==> config.mk <==
export PLATFORM = sky130hd
export DESIGN_NAME = brq_fp_issue_ctrl
export DESIGN_NICKNAME = d
export VERILOG_FILES = /design/src/rtl/brq_pkg.sv /design/src/rtl/brq_fp_watchdog.sv /design/src/rtl/brq_fp_issue_ctrl.sv
export SDC_FILE = /design/constraint.sdc
export NUM_CORES = 1
export LEC_CHECK = 0
export BUFFER_PORTS_ARGS = -buffer_cell sky130_fd_sc_hd__buf_4
export CORE_MARGIN = 2
export CORE_UTILIZATION = 45
export CTS_CLUSTER_DIAMETER = 120
export DETAILED_ROUTE_END_ITERATION = 6
export HOLD_SLACK_MARGIN = 0.05
export PLACE_DENSITY = 0.78
export SYNTH_ARGS = -nofsm -noshare
export SYNTH_HDL_FRONTEND = slang
export SYNTH_SLANG_ARGS = --single-unit
==> constraint.sdc <==
create_clock -name clk_i -period 2.6 [get_ports clk_i]
set_clock_uncertainty 0.2 [all_clocks]
set_input_delay 0 -clock clk_i [delete_from_list [all_inputs] [get_ports clk_i]]
set_output_delay 0 -clock clk_i [all_outputs]
set_load 0.01 [all_outputs]
==> src/rtl/brq_pkg.sv <==
// Shared types for the FP issue path: rounding-mode encodings, issue FSM states,
// and rounding-mode resolution helpers.
package brq_pkg;

  parameter int FP_FFLAGS_W = 5;

  typedef enum logic [2:0] {
    FP_RM_RNE = 3'd0,
    FP_RM_RTZ = 3'd1,
    FP_RM_RDN = 3'd2,
    FP_RM_RUP = 3'd3,
    FP_RM_RMM = 3'd4,
    FP_RM_DYN = 3'd7
  } fp_rm_e;

  typedef enum logic [1:0] {
    FP_IDLE,
    FP_ISSUE,
    FP_WAIT,
    FP_WB
  } fp_issue_state_e;

  // DYN defers to the frm CSR sampled at accept time.
  function automatic logic [2:0] fp_resolve_rm(input logic [2:0] rm, input logic [2:0] frm);
    return (rm == FP_RM_DYN) ? frm : rm;
  endfunction

  function automatic logic fp_rm_legal(input logic [2:0] rm);
    return (rm <= FP_RM_RMM);
  endfunction

endpackage

==> src/rtl/brq_fp_watchdog.sv <==
// WAIT-state watchdog: counts cycles spent waiting on the FPU and flags the
// final allowed cycle. Only instantiated when BRQ_FP_TIMEOUT_EN is defined.
module brq_fp_watchdog #(
  parameter int LIMIT = 64
) (
  input  logic clk_i,
  input  logic rst_ni,
  input  logic i_clr,
  input  logic i_en,
  output logic o_expire
);

  localparam int CW = $clog2(LIMIT + 1);

  logic [CW-1:0] r_cnt;

  always_ff @(posedge clk_i or negedge rst_ni) begin
    if (!rst_ni) begin
      r_cnt <= '0;
    end else if (i_clr) begin
      r_cnt <= '0;
    end else if (i_en && (r_cnt != CW'(LIMIT))) begin
      r_cnt <= r_cnt + 1'b1;
    end
  end

  // Fires in the LIMIT-th waiting cycle, when the count is about to reach LIMIT.
  assign o_expire = i_en && (r_cnt == CW'(LIMIT - 1));

endmodule

==> src/rtl/brq_fp_issue_ctrl.sv <==
// Single-outstanding FP issue controller between ID, the shared FPU and writeback.
// Optional WAIT watchdog is enabled by defining BRQ_FP_TIMEOUT_EN.
//
// state    | meaning
// FP_IDLE  | ready for a new FP instruction from ID
// FP_ISSUE | operation presented to the FPU, waiting for in_ready
// FP_WAIT  | operation in flight, waiting for the FPU result
// FP_WB    | result held for writeback, fflags strobed on wb handshake
module brq_fp_issue_ctrl
  import brq_pkg::*;
#(
  parameter int RD_W           = 5,
  parameter int TIMEOUT_CYCLES = 64
) (
  input  logic                   clk_i,
  input  logic                   rst_ni,
  input  logic                   id_fp_valid_i,
  output logic                   id_fp_ready_o,
  input  logic [2:0]             id_fp_rm_i,
  input  logic                   id_fp_use_rm_i,
  input  logic [RD_W-1:0]        id_fp_rd_i,
  input  logic                   id_fp_dst_int_i,
  input  logic [2:0]             csr_frm_i,
  output logic                   fpu_in_valid_o,
  input  logic                   fpu_in_ready_i,
  output logic [2:0]             fpu_rm_o,
  input  logic                   fpu_out_valid_i,
  output logic                   fpu_out_ready_o,
  input  logic [FP_FFLAGS_W-1:0] fpu_status_i,
  output logic                   fpu_flush_o,
  output logic                   wb_valid_o,
  input  logic                   wb_ready_i,
  output logic [RD_W-1:0]        wb_rd_o,
  output logic                   wb_int_o,
  output logic                   csr_fflags_we_o,
  output logic [FP_FFLAGS_W-1:0] csr_fflags_set_o,
  output logic                   illegal_rm_o,
  input  logic                   flush_i,
  output logic                   busy_o,
  output logic                   timeout_o
);

  fp_issue_state_e        r_state;
  logic                   r_alive;
  logic [2:0]             r_rm;
  logic [RD_W-1:0]        r_rd;
  logic                   r_int;
  logic [FP_FFLAGS_W-1:0] r_status;
  logic                   r_illegal;

  logic       w_accept;
  logic [2:0] w_rm_res;
  logic       w_rm_bad;
  logic       w_timeout;

  assign w_rm_res = fp_resolve_rm(id_fp_rm_i, csr_frm_i);
  assign w_rm_bad = id_fp_use_rm_i && !fp_rm_legal(w_rm_res);
  assign w_accept = id_fp_valid_i && id_fp_ready_o;

`ifdef BRQ_FP_TIMEOUT_EN
  logic w_expire;

  brq_fp_watchdog #(
    .LIMIT(TIMEOUT_CYCLES)
  ) u_watchdog (
    .clk_i   (clk_i),
    .rst_ni  (rst_ni),
    .i_clr   ((r_state == FP_ISSUE) && fpu_in_ready_i),
    .i_en    (r_state == FP_WAIT),
    .o_expire(w_expire)
  );

  // A result landing in the expiry cycle wins; flush outranks both.
  assign w_timeout = w_expire && !fpu_out_valid_i && !flush_i;
`else
  logic w_unused_timeout;
  assign w_unused_timeout = (TIMEOUT_CYCLES > 0);
  assign w_timeout        = 1'b0;
`endif

  always_ff @(posedge clk_i or negedge rst_ni) begin
    if (!rst_ni) begin
      r_state   <= FP_IDLE;
      r_alive   <= 1'b0;
      r_rm      <= '0;
      r_rd      <= '0;
      r_int     <= 1'b0;
      r_status  <= '0;
      r_illegal <= 1'b0;
    end else begin
      r_alive   <= 1'b1;
      r_illegal <= 1'b0;
      unique case (r_state)
        FP_IDLE: begin
          if (w_accept) begin
            if (w_rm_bad) begin
              r_illegal <= 1'b1;
            end else begin
              r_rm    <= w_rm_res;
              r_rd    <= id_fp_rd_i;
              r_int   <= id_fp_dst_int_i;
              r_state <= FP_ISSUE;
            end
          end
        end
        FP_ISSUE: begin
          if (flush_i)             r_state <= FP_IDLE;
          else if (fpu_in_ready_i) r_state <= FP_WAIT;
        end
        FP_WAIT: begin
          if (flush_i || w_timeout) begin
            r_state <= FP_IDLE;
          end else if (fpu_out_valid_i) begin
            r_status <= fpu_status_i;
            r_state  <= FP_WB;
          end
        end
        FP_WB: begin
          if (flush_i || wb_ready_i) r_state <= FP_IDLE;
        end
      endcase
    end
  end

  // r_alive keeps ready low until the first clock after reset release.
  assign id_fp_ready_o    = r_alive && (r_state == FP_IDLE) && !flush_i;
  assign fpu_in_valid_o   = (r_state == FP_ISSUE) && !flush_i;
  assign fpu_rm_o         = (r_state == FP_ISSUE) ? r_rm : 3'd0;
  assign fpu_out_ready_o  = (r_state == FP_WAIT);
  assign fpu_flush_o      = (((r_state == FP_ISSUE) || (r_state == FP_WAIT)) && flush_i) || w_timeout;
  assign wb_valid_o       = (r_state == FP_WB) && !flush_i;
  assign wb_rd_o          = (r_state == FP_WB) ? r_rd : '0;
  assign wb_int_o         = (r_state == FP_WB) && r_int;
  assign csr_fflags_we_o  = (r_state == FP_WB) && wb_ready_i && !flush_i;
  assign csr_fflags_set_o = csr_fflags_we_o ? r_status : '0;
  assign illegal_rm_o     = r_illegal;
  assign busy_o           = (r_state != FP_IDLE);
  assign timeout_o        = w_timeout;

endmodule

=== After elaboration in Yosys (flattened, before gate mapping) ===
Index checks and enable logic that the tools add are counted.

* Word-level logic and storage cells: 53
* Output and inout bits: 23
* Input port bits: 25
* Register bits after elaboration: 18

* Bitwise logic cells: 2
* Equality and inequality tests: 9
* Reductions and logical operators: 19
* Muxes and demuxes: 15
* Order comparisons: 1

{| class="wikitable"
|+ Operator list
! operator !! count
|-
| 2-to-1 mux 2 bit || 7
|-
| logical AND 1 bit || 10
|-
| 2-to-1 mux 5 bit || 2
|-
| case mux 2 bit (4 select lines) || 1
|-
| 2-to-1 mux 3 bit || 2
|-
| != test 2 bit (second input constant) || 3
|-
| AND reduction 3 bit || 2
|-
| AND reduction 5 bit || 1
|-
| == test 2 bit (second input constant) || 2
|-
| == test 3 bit (second input constant) || 1
|-
| <= comparator 3 bit (second input constant) || 1
|-
| 2-to-1 mux 1 bit || 3
|-
| != test 3 x 2 -> 1 bit (second input constant) || 1
|-
| != test 3 bit (second input constant) || 1
|-
| == test 2 x 1 -> 1 bit (second input constant) || 1
|-
| zero test 1 bit || 2
|-
| zero test 2 bit || 1
|-
| logical OR 1 bit || 2
|-
| NOT 1 bit || 2
|-
| nonzero test 2 bit || 1
|}

=== Depth between registers and ports, before layout ===
Gate-level depths: netlist of run 1.

* Depth after elaboration: 8
* Depth in mapped cells: 6
* Depth with buffers taken out: 6

=== Worst setup path after synthesis of run 1 ===
No wires, ideal clock.

* Kind: flip-flop to flip-flop
* From: register r_state[0]
* To: register r_int
* Clock period less this slack: 1.852 ns
* Library setup time: 0.125 ns
* Setup slack: 0.748 ns
* Arrival: 1.527 ns
* Data required time: 2.275 ns
* Stages on the path, launching flop included: 6
* Buffers on the path: 0
* Path through: dfrtp_1 > inv_1 > ha_1 > nand4b_2 > nor2_2 > mux2_2

* Word-level cells in the longest chain between the ends: 5

{| class="wikitable"
|+ Ends and longest elaborated chain
! what !! line !! source
|-
| start, declared || brq_fp_issue_ctrl.sv:43 || <nowiki>fp_issue_state_e r_state;</nowiki>
|-
| start signal, assigned || brq_fp_issue_ctrl.sv:83 || <nowiki>r_state <= FP_IDLE;</nowiki>
|-
| start signal, assigned || brq_fp_issue_ctrl.sv:102 || <nowiki>r_state <= FP_ISSUE;</nowiki>
|-
| start signal, assigned || brq_fp_issue_ctrl.sv:107 || <nowiki>if (flush_i) r_state <= FP_IDLE;</nowiki>
|-
| zero test 2 bit (*) || brq_fp_issue_ctrl.sv:93, brq_fp_issue_ctrl.sv:126 ||
|-
| logical AND 1 bit (2 in a row) || brq_fp_issue_ctrl.sv:126 || <nowiki>assign id_fp_ready_o = r_alive && (r_state == FP_IDLE) && !flush_i;</nowiki>
|-
| logical AND 1 bit || brq_fp_issue_ctrl.sv:58 || <nowiki>assign w_accept = id_fp_valid_i && id_fp_ready_o;</nowiki>
|-
| AND reduction 3 bit (no source line) (*) || -- ||
|-
| end signal, assigned || brq_fp_issue_ctrl.sv:101 || <nowiki>r_int <= id_fp_dst_int_i;</nowiki>
|-
| end, declared || brq_fp_issue_ctrl.sv:47 || <nowiki>logic r_int;</nowiki>
|}

Mark *: on every way between the ends. The rest lies on a longest branch, timed or not.
A chain may end at the register's enable or synchronous reset.

=== Worst setup path after layout of run 1 ===
* From: register r_state[1]
* To: register r_rm[2]

* Word-level cells in the longest chain between the ends: 5

{| class="wikitable"
|+ Ends and longest elaborated chain
! what !! line !! source
|-
| zero test 2 bit (*) || brq_fp_issue_ctrl.sv:93, brq_fp_issue_ctrl.sv:126 ||
|-
| logical AND 1 bit (2 in a row) || brq_fp_issue_ctrl.sv:126 ||
|-
| logical AND 1 bit || brq_fp_issue_ctrl.sv:58 ||
|-
| AND reduction 3 bit (no source line) (*) || -- ||
|-
| end signal, assigned || brq_fp_issue_ctrl.sv:99 || <nowiki>r_rm <= w_rm_res;</nowiki>
|-
| end, declared || brq_fp_issue_ctrl.sv:45 || <nowiki>logic [2:0] r_rm;</nowiki>
|}

Marked as above.

==> results of run 1 <==
[layout make-up]
cell class | instances | area, sq um
Tap cell | 27 | 33.8
Timing Repair Buffer | 74 | 626
Fill cell | 119 | 343
Inverter | 7 | 26.3
Multi-Input combinational cell | 64 | 507
Sequential cell | 18 | 450
Clock buffer | 4 | 36.3
[worst max-delay path by stage]
stage	start	to	slack (ns)	cells after the start
floorplan	r_state[0]$_DFFE_PN0P_	r_int$_DFFE_PN0P_	0.75	5
global placement	r_state[0]$_DFFE_PN0P_	r_rd[1]$_DFFE_PN0P_	0.64	5
detailed placement	r_state[0]$_DFFE_PN0P_	r_rd[4]$_DFFE_PN0P_	0.55	5
CTS	r_state[0]$_DFFE_PN0P_	r_rm[2]$_DFFE_PN0P_	0.32	6
global route	r_state[1]$_DFFE_PN0P_	r_rm[2]$_DFFE_PN0P_	0.09	6
finish	r_state[1]$_DFFE_PN0P_	r_rm[2]$_DFFE_PN0P_	0.29	6
[power by group]
group / switching, uW / leakage (uW) / total [uW] / internal, uW
clock network: 90.8 / 0.0000210 / 176 / 85.4
logic: 238 / 0.000625 / 574 / 336
registers: 63.5 / 0.000225 / 464 / 401
total: 392 / 0.000871 / 1210 / 822
[sequential cells by signal, indices dropped and copies added (netlist names)]
| name | flops |
|---|---|
| r_rd | 5 |
| r_status | 5 |
| r_rm | 3 |
| r_state | 2 |
| illegal_rm_o | 1 |
| r_alive | 1 |
| r_int | 1 |
[critical path, stage by stage, from the launching register on]
cell,delay (ns)
sky130_fd_sc_hd__dfrtp_1,0.41
sky130_fd_sc_hd__inv_1,0.15
sky130_fd_sc_hd__ha_1,0.25
sky130_fd_sc_hd__nand4b_2,0.24
sky130_fd_sc_hd__o21ai_0,0.27
sky130_fd_sc_hd__o31ai_1,0.10
sky130_fd_sc_hd__dlygate4sd3_1,0.57
[per-layer routing]
layer / vias up / GRT usage [%]
met5: - / 0
met4: 0 / 13.5
met3: 7 / 2.92
met2: 41 / 46.8
met1: 443 / 24.9
li1: 462 / -
[cell families after synthesis]
logic type      after synthesis
other cells                   2
flops                        18
mux                          13
buf+inv                       8
compound gates               13
simple gates                 31
fa+ha+maj                     5
[metrics by stage]
stage	setup slack, ns	hold WS [ns]
final	0.289	0.0499
after CTS	0.322	0.0566
after global placement	0.645	-0.320
after floorplan	0.748	-0.496
after global routing	0.0933	0.0588
after detailed placement	0.548	-0.316
[Yosys cell counts (all sizes together)]
cell type  number  area (sq um)
nor2b           2          12.5
nor2            3          13.8
o21ai           5          25.0
o31ai           3          22.5
nand2b          2          12.5
buf             1          7.51
nand3b          2          15.0
mux2i           2          20.0
inv             7          26.3
o211a           2          27.5
a221o           1          10.0
a21oi           1          5.00
and3            6          37.5
nand4b          1          15.0
nand3           1          5.00
nand2           2          7.51
dfrtp          18           450
and2           12          75.1
mux2           11           124
conb            2          7.51
ha              5          62.6
o221ai          1          8.76
==> load_flow_metrics.sql, run 1 <==
INSERT INTO impl_metrics (metric_group, metric, value, unit) VALUES
('synthesis', 'synth_cells', '90', ''),
('routing', 'detail_route.wirelength.met1', '1.09', 'mm'),
('synthesis', 'adder_cell_share_of_the_synthesized_area', '6.31', '%'),
('finish', 'flow.area_growth_from_synthesis', '69.4', '%'),
('routing', 'avgRoutedWirePerCell', '14.5', 'um'),
('sta', 'finalSetupTns', '0', 'ns'),
('clocking', 'cts-buffers-inserted', '3', ''),
('sta', 'max_slew_margin', '45.6', '%'),
('pwr', 'power_per_cell_area', '723', 'nW/um^2'),
('global_route', 'aggregate_global_route_resource_usage', '24.3', '%'),
('clocking', 'clkLatencyLatePin', '0.30', 'ns'),
('clocking', 'post_cts_buffers', '0', ''),
('floorplan', 'die_h', '50.9', 'um'),
('hold_path', 'holdCritStartpoint', 'fpu_out_valid_i', ''),
('setup_path', 'rr_endpoint', 'r_rm[2]$_DFFE_PN0P_', ''),
('clocking', 'post_cts_resized', '0', ''),
('sta', 'timing_max_transition_violations_final', '0', ''),
('flow_run', 'timing.max_cap.violations', '0', ''),
('routing', 'totalWireLength', '2.82', 'mm'),
('routing', 'post_drt_via_cell_ratio', '4.91', ''),
('place', 'post-place-cells', '162', ''),
('finish', 'numnets_final', '198', ''),
('synthesis', 'sequential_cell_area_fraction_in_the_yosys_report', '45.5', '%'),
('pwr', 'max-vdd-ir-drop', '594', 'uV'),
('hold_path', 'timing.hold.worst.class', 'input pin to register', ''),
('pwr', 'power.static_leakage', '0.000871', 'uW'),
('synthesis', 'synthXorXnorAreaFrac', '0', '%'),
('clocking', 'cts_sinks', '18', ''),
('pwr', 'total_power', '1210', 'uW'),
('setup_path', 'ff2ff_path_depth', '6', ''),
('finish', 'antennaDiodeCount', '0', ''),
('place', 'finalWeightedCongestion', '0.735', ''),
('routing', 'vias', '953', ''),
('routing', 'detail_route.first_pass.iterations', '4', ''),
('synthesis', 'warnings_from_yosys', '0', ''),
('status', 'run_status', 'completed', ''),
('setup_path', 'crit_type', 'register to register', ''),
('routing', 'met3RoutedLength', '138', 'um'),
('synthesis', 'post_synth_num_cell_types', '25', ''),
('finish', 'fraction_of_final_layout_cells_sized_beyond_drive_strength_1', '36.5', '%'),
('place', 'placement.cell_area', '1360', 'sq um'),
('floorplan', 'dieArea', '2590', 'sq um'),
('floorplan', 'core_area', '2020', 'sq um'),
('setup_path', 'timing.rr.start', 'r_state[1]$_DFFE_PN0P_', ''),
('floorplan', 'placement_rows', '16', ''),
('global_route', 'grt_pass1_wl', '4.55', 'mm'),
('floorplan', 'ioPinCount', '48', ''),
('sta', 'timing_worst_slew_pin_value', '0.814', 'ns'),
('global_route', 'antenna_found_initial', '0', ''),
('global_route', 'global_route.overflow_total', '0', ''),
('setup_path', 'arrival', '2.30', 'ns'),
('sta', 'final_hold_viol_count', '0', ''),
('place', 'io_buffers', '46', ''),
('floorplan', 'die_w', '50.9', 'um'),
('synthesis', 'syn-num-nets', '120', ''),
('clocking', 'postCtsHoldBufs', '28', ''),
('clocking', 'cts.clk_slew.worst_paths', '0.11', 'ns'),
('routing', 'highest-signal-layer', 'met4', ''),
('finish', 'final_common_cell', 'sky130_fd_sc_hd__buf_4', ''),
('global_route', 'number_of_global_route_vias_before_repair', '1021', ''),
('setup_path', 'cp_required', '2.59', 'ns'),
('sta', 'grt_setup_unrepaired', 'no', ''),
('clocking', 'clk_root_buffer_cell', 'sky130_fd_sc_hd__clkbuf_4', ''),
('synthesis', 'synth.mux.area_fraction', '14.5', '%'),
('finish', 'top_library_cells_by_usage_in_the_layout_fill_and_taps_aside', 'sky130_fd_sc_hd__buf_4 (46), sky130_fd_sc_hd__dlygate4sd3_1 (28), sky130_fd_sc_hd__dfrtp_1 (18), sky130_fd_sc_hd__and2_1 (12), sky130_fd_sc_hd__mux2_2 (8)', ''),
('hold_path', 'hold_end', 'r_status[4]$_DFFE_PN0P_', ''),
('sta', 'finalCriticalPeriod', '2.31', 'ns'),
('synthesis', 'synthSimpleGateAreaFrac', '19.6', '%'),
('clocking', 'cts.htree.levels', '1', ''),
('synthesis', 'synth_seq_cells', '18', ''),
('synthesis', 'synth_top_family_by_area', 'simple AND/OR/NAND/NOR gates', '');
Note: power is estimated with default switching activity, not from simulation.
==> run 2: changes to the inputs <==
BUFFER_PORTS_ARGS = default   (was -buffer_cell sky130_fd_sc_hd__buf_4)
CORE_UTILIZATION = 60   (was 45)
DONT_BUFFER_PORTS = 1   (was default)
PLACE_DENSITY = 0.76   (was 0.78)
SETUP_SLACK_MARGIN = 0.5   (was default)
==> run 2 against run 1 <==
Critical path depth decreased by 3. Clock-buffer cell count unchanged. Clock power decreased by 3%. Largest power group is now sequential cells. Core utilization increased by 4.1 points. Setup slack improved by 0.29 ns. Critical endpoint is now csr_fflags_set_o[2].
==> load_flow_metrics.sql, run 2 (synthesis gave the netlist of run 1 again) <==
INSERT INTO impl_metrics (metric_group, metric, value, unit) VALUES
('clocking', 'post_cts_buffers', '0', ''),
('finish', 'final-instance-count-excl-fill', '136', ''),
('sta', 'max_freq', '495', 'MHz'),
('routing', 'vias', '798', ''),
('routing', 'remaining_drc_errors', '0', ''),
('setup_path', 'crit_slowest_cell', 'sky130_fd_sc_hd__nor2b_1', ''),
('floorplan', 'core_area', '1520', 'sq um'),
('routing', 'detail_route.first_pass.iterations', '4', ''),
('place', 'io_buffers', '0', ''),
('floorplan', 'ioPinCount', '48', ''),
('place', 'finalWeightedCongestion', '0.745', ''),
('setup_path', 'end_kind', 'primary output', ''),
('setup_path', 'ff2ff_path_depth', '5', ''),
('routing', 'totalWireLength', '2.56', 'mm'),
('setup_path', 'timing.critical_path.slowest_cell_delay', '0.53', 'ns'),
('sta', 'final_period_util', '77.7', '%'),
('global_route', 'aggregate_global_route_resource_usage', '29.1', '%'),
('pwr', 'power.static_leakage', '0.000667', 'uW'),
('finish', 'fraction_of_final_layout_cells_sized_beyond_drive_strength_1', '13.3', '%'),
('setup_path', 'setup.worst_path.start_class', 'register', ''),
('routing', 'drtIter0Drc', '17', ''),
('sta', 'timing_worst_slew_pin_value', '0.816', 'ns'),
('finish', 'final_core_util', '87.2', '%'),
('setup_path', 'cp_required', '2.40', 'ns'),
('sta', 'finalSetupTns', '0', 'ns'),
('floorplan', 'start_util', '65.0', '%'),
('global_route', 'antenna_found_initial', '0', ''),
('sta', 'timing_max_transition_violations_final', '0', ''),
('floorplan', 'die_h', '44.6', 'um'),
('routing', 'avgRoutedWirePerCell', '18.8', 'um'),
('finish', 'flow.area_growth_from_synthesis', '34.1', '%'),
('sta', 'finalSetupViolations', '0', ''),
('sta', 'post-route-worst-setup-slack', '0.580', 'ns'),
('finish', 'numnets_final', '151', ''),
('clocking', 'cts-buffers-inserted', '3', ''),
('setup_path', 'critical_path.max_fanout', '8', ''),
('finish', 'top_library_cells_by_usage_in_the_layout_fill_and_taps_aside', 'sky130_fd_sc_hd__dlygate4sd3_1 (24), sky130_fd_sc_hd__dfrtp_1 (18), sky130_fd_sc_hd__and2_1 (12), sky130_fd_sc_hd__mux2_2 (8), sky130_fd_sc_hd__inv_1 (7)', ''),
('clocking', 'cts.clk_slew.worst_paths', '0.10', 'ns'),
('sta', 'final_hold_viol_count', '0', ''),
('routing', 'ant_nets', '0', ''),
('routing', 'post_drt_via_cell_ratio', '5.87', ''),
('place', 'worst_slack_at_placement', '0.551', 'ns'),
('global_route', 'global_route.overflow_total', '0', ''),
('global_route', 'grt_pass1_wl', '4.04', 'mm'),
('sta', 'max_slew_margin', '45.4', '%'),
('floorplan', 'dieArea', '1990', 'sq um'),
('clocking', 'cts_sinks', '18', ''),
('floorplan', 'die_w', '44.6', 'um'),
('global_route', 'number_of_global_route_vias_before_repair', '858', ''),
('finish', 'biggestRegsByFlops', 'r_rd (5), r_status (5), r_rm (3)', ''),
('place', 'post-place-cells', '105', ''),
('clocking', 'clkLatencyLatePin', '0.29', 'ns'),
('global_route', 'grt_max_degree', '19', ''),
('sta', 'finalCriticalPeriod', '2.02', 'ns'),
('hold_path', 'timing.hold.worst.class', 'input pin to register', ''),
('clocking', 'clk_root_buffer_cell', 'sky130_fd_sc_hd__clkbuf_4', ''),
('clocking', 'max_root_sink_buffers', '2', ''),
('floorplan', 'placement_rows', '14', ''),
('place', 'place_hpwl', '1.40', 'mm'),
('sta', 'hold_slack', '0.157', 'ns'),
('pwr', 'max-vdd-ir-drop', '544', 'uV'),
('setup_path', 'crit_type', 'register to primary output', ''),
('pwr', 'power_per_cell_area', '767', 'nW/um^2'),
('setup_path', 'arrival', '1.82', 'ns'),
('sta', 'grt_setup_unrepaired', 'no', ''),
('flow_run', 'timing.max_cap.violations', '0', ''),
('clocking', 'cts.htree.levels', '1', ''),
('hold_path', 'holdPathStages', '4', ''),
('status', 'run_status', 'completed', ''),
('finish', 'filler_cell_count', '68', ''),
('finish', 'antennaDiodeCount', '0', ''),
('setup_path', 'crit_chain', 'ha_1 -> nor2b_1 -> and3_1', ''),
('finish', 'final_common_cell', 'sky130_fd_sc_hd__dlygate4sd3_1', ''),
('clocking', 'cts_tree', 'built', '');
run 2: cell count changes in the layout (fill, tap and decap cells not counted), sizes merged:
cell,delta
buf,-46
dlygate4sd3,-4
dlymetal6s4s,+3
run 2: per-layer routing:
layer	GRT usage, %	routed length, um
met1	30.3	950
met2	57.7	1420
met3	4.08	167
met4	9.70	24
met5	0	0
run 2: area by class of cell:
type                       instances  area, sq um  share of cell area (%)
multi-input combinational         64          518                    39.0
tap                               16         20.0                    1.51
clock buffer                       4         36.3                    2.73
timing repair buffer              27          278                    20.9
inverter                           7         26.3                    1.98
sequential                        18          450                    33.9
run 2: path summary, 6_finish.rpt:
path / start / endpoint / slack, ns
worst max-delay path: r_state[0]$_DFFE_PN0P_ / csr_fflags_set_o[2] / 0.58
worst min-delay path: csr_frm_i[2] / r_rd[2]$_DFFE_PN0P_ / 0.16
worst max register to register: r_state[0]$_DFFE_PN0P_ / r_rd[4]$_DFFE_PN0P_ / 0.64
worst min register to register: r_rd[3]$_DFFE_PN0P_ / r_rd[3]$_DFFE_PN0P_ / 0.29
max in group asynchronous: rst_ni / illegal_rm_o$_DFF_PN0_ / 1.11
min in group asynchronous: rst_ni / r_status[2]$_DFFE_PN0P_ / 0.59
run 2: metrics by stage:
step                      cell area [sq um]  total power, uW
after global routing                   1330             1090
after detailed placement               1000              794
after global placement                 1000              777
after CTS                              1310             1000
final                                  1330             1020
after floorplan                         991              728
run 2: critical path: cells and delay by family (launching register included):
family | cells | cell delay [ns]
AND/OR/NAND/NOR | 2 | 0.83
flip-flops | 1 | 0.39
adder cells (fa/ha/maj) | 1 | 0.31
run 2: timing repair:
action                                 CTS  global route
gates resized for setup                  0             5
endpoints found under the hold margin   45             0
setup endpoints to repair                0            12
hold buffers                            27             0
run 2: power breakdown:
part / total (uW) / leakage [uW] / internal (uW) / switching [uW]
clock network: 170 / 0.0000210 / 85.4 / 85.0
registers: 458 / 0.000225 / 401 / 57.6
logic: 391 / 0.000421 / 189 / 201
total: 1020 / 0.000667 / 676 / 344
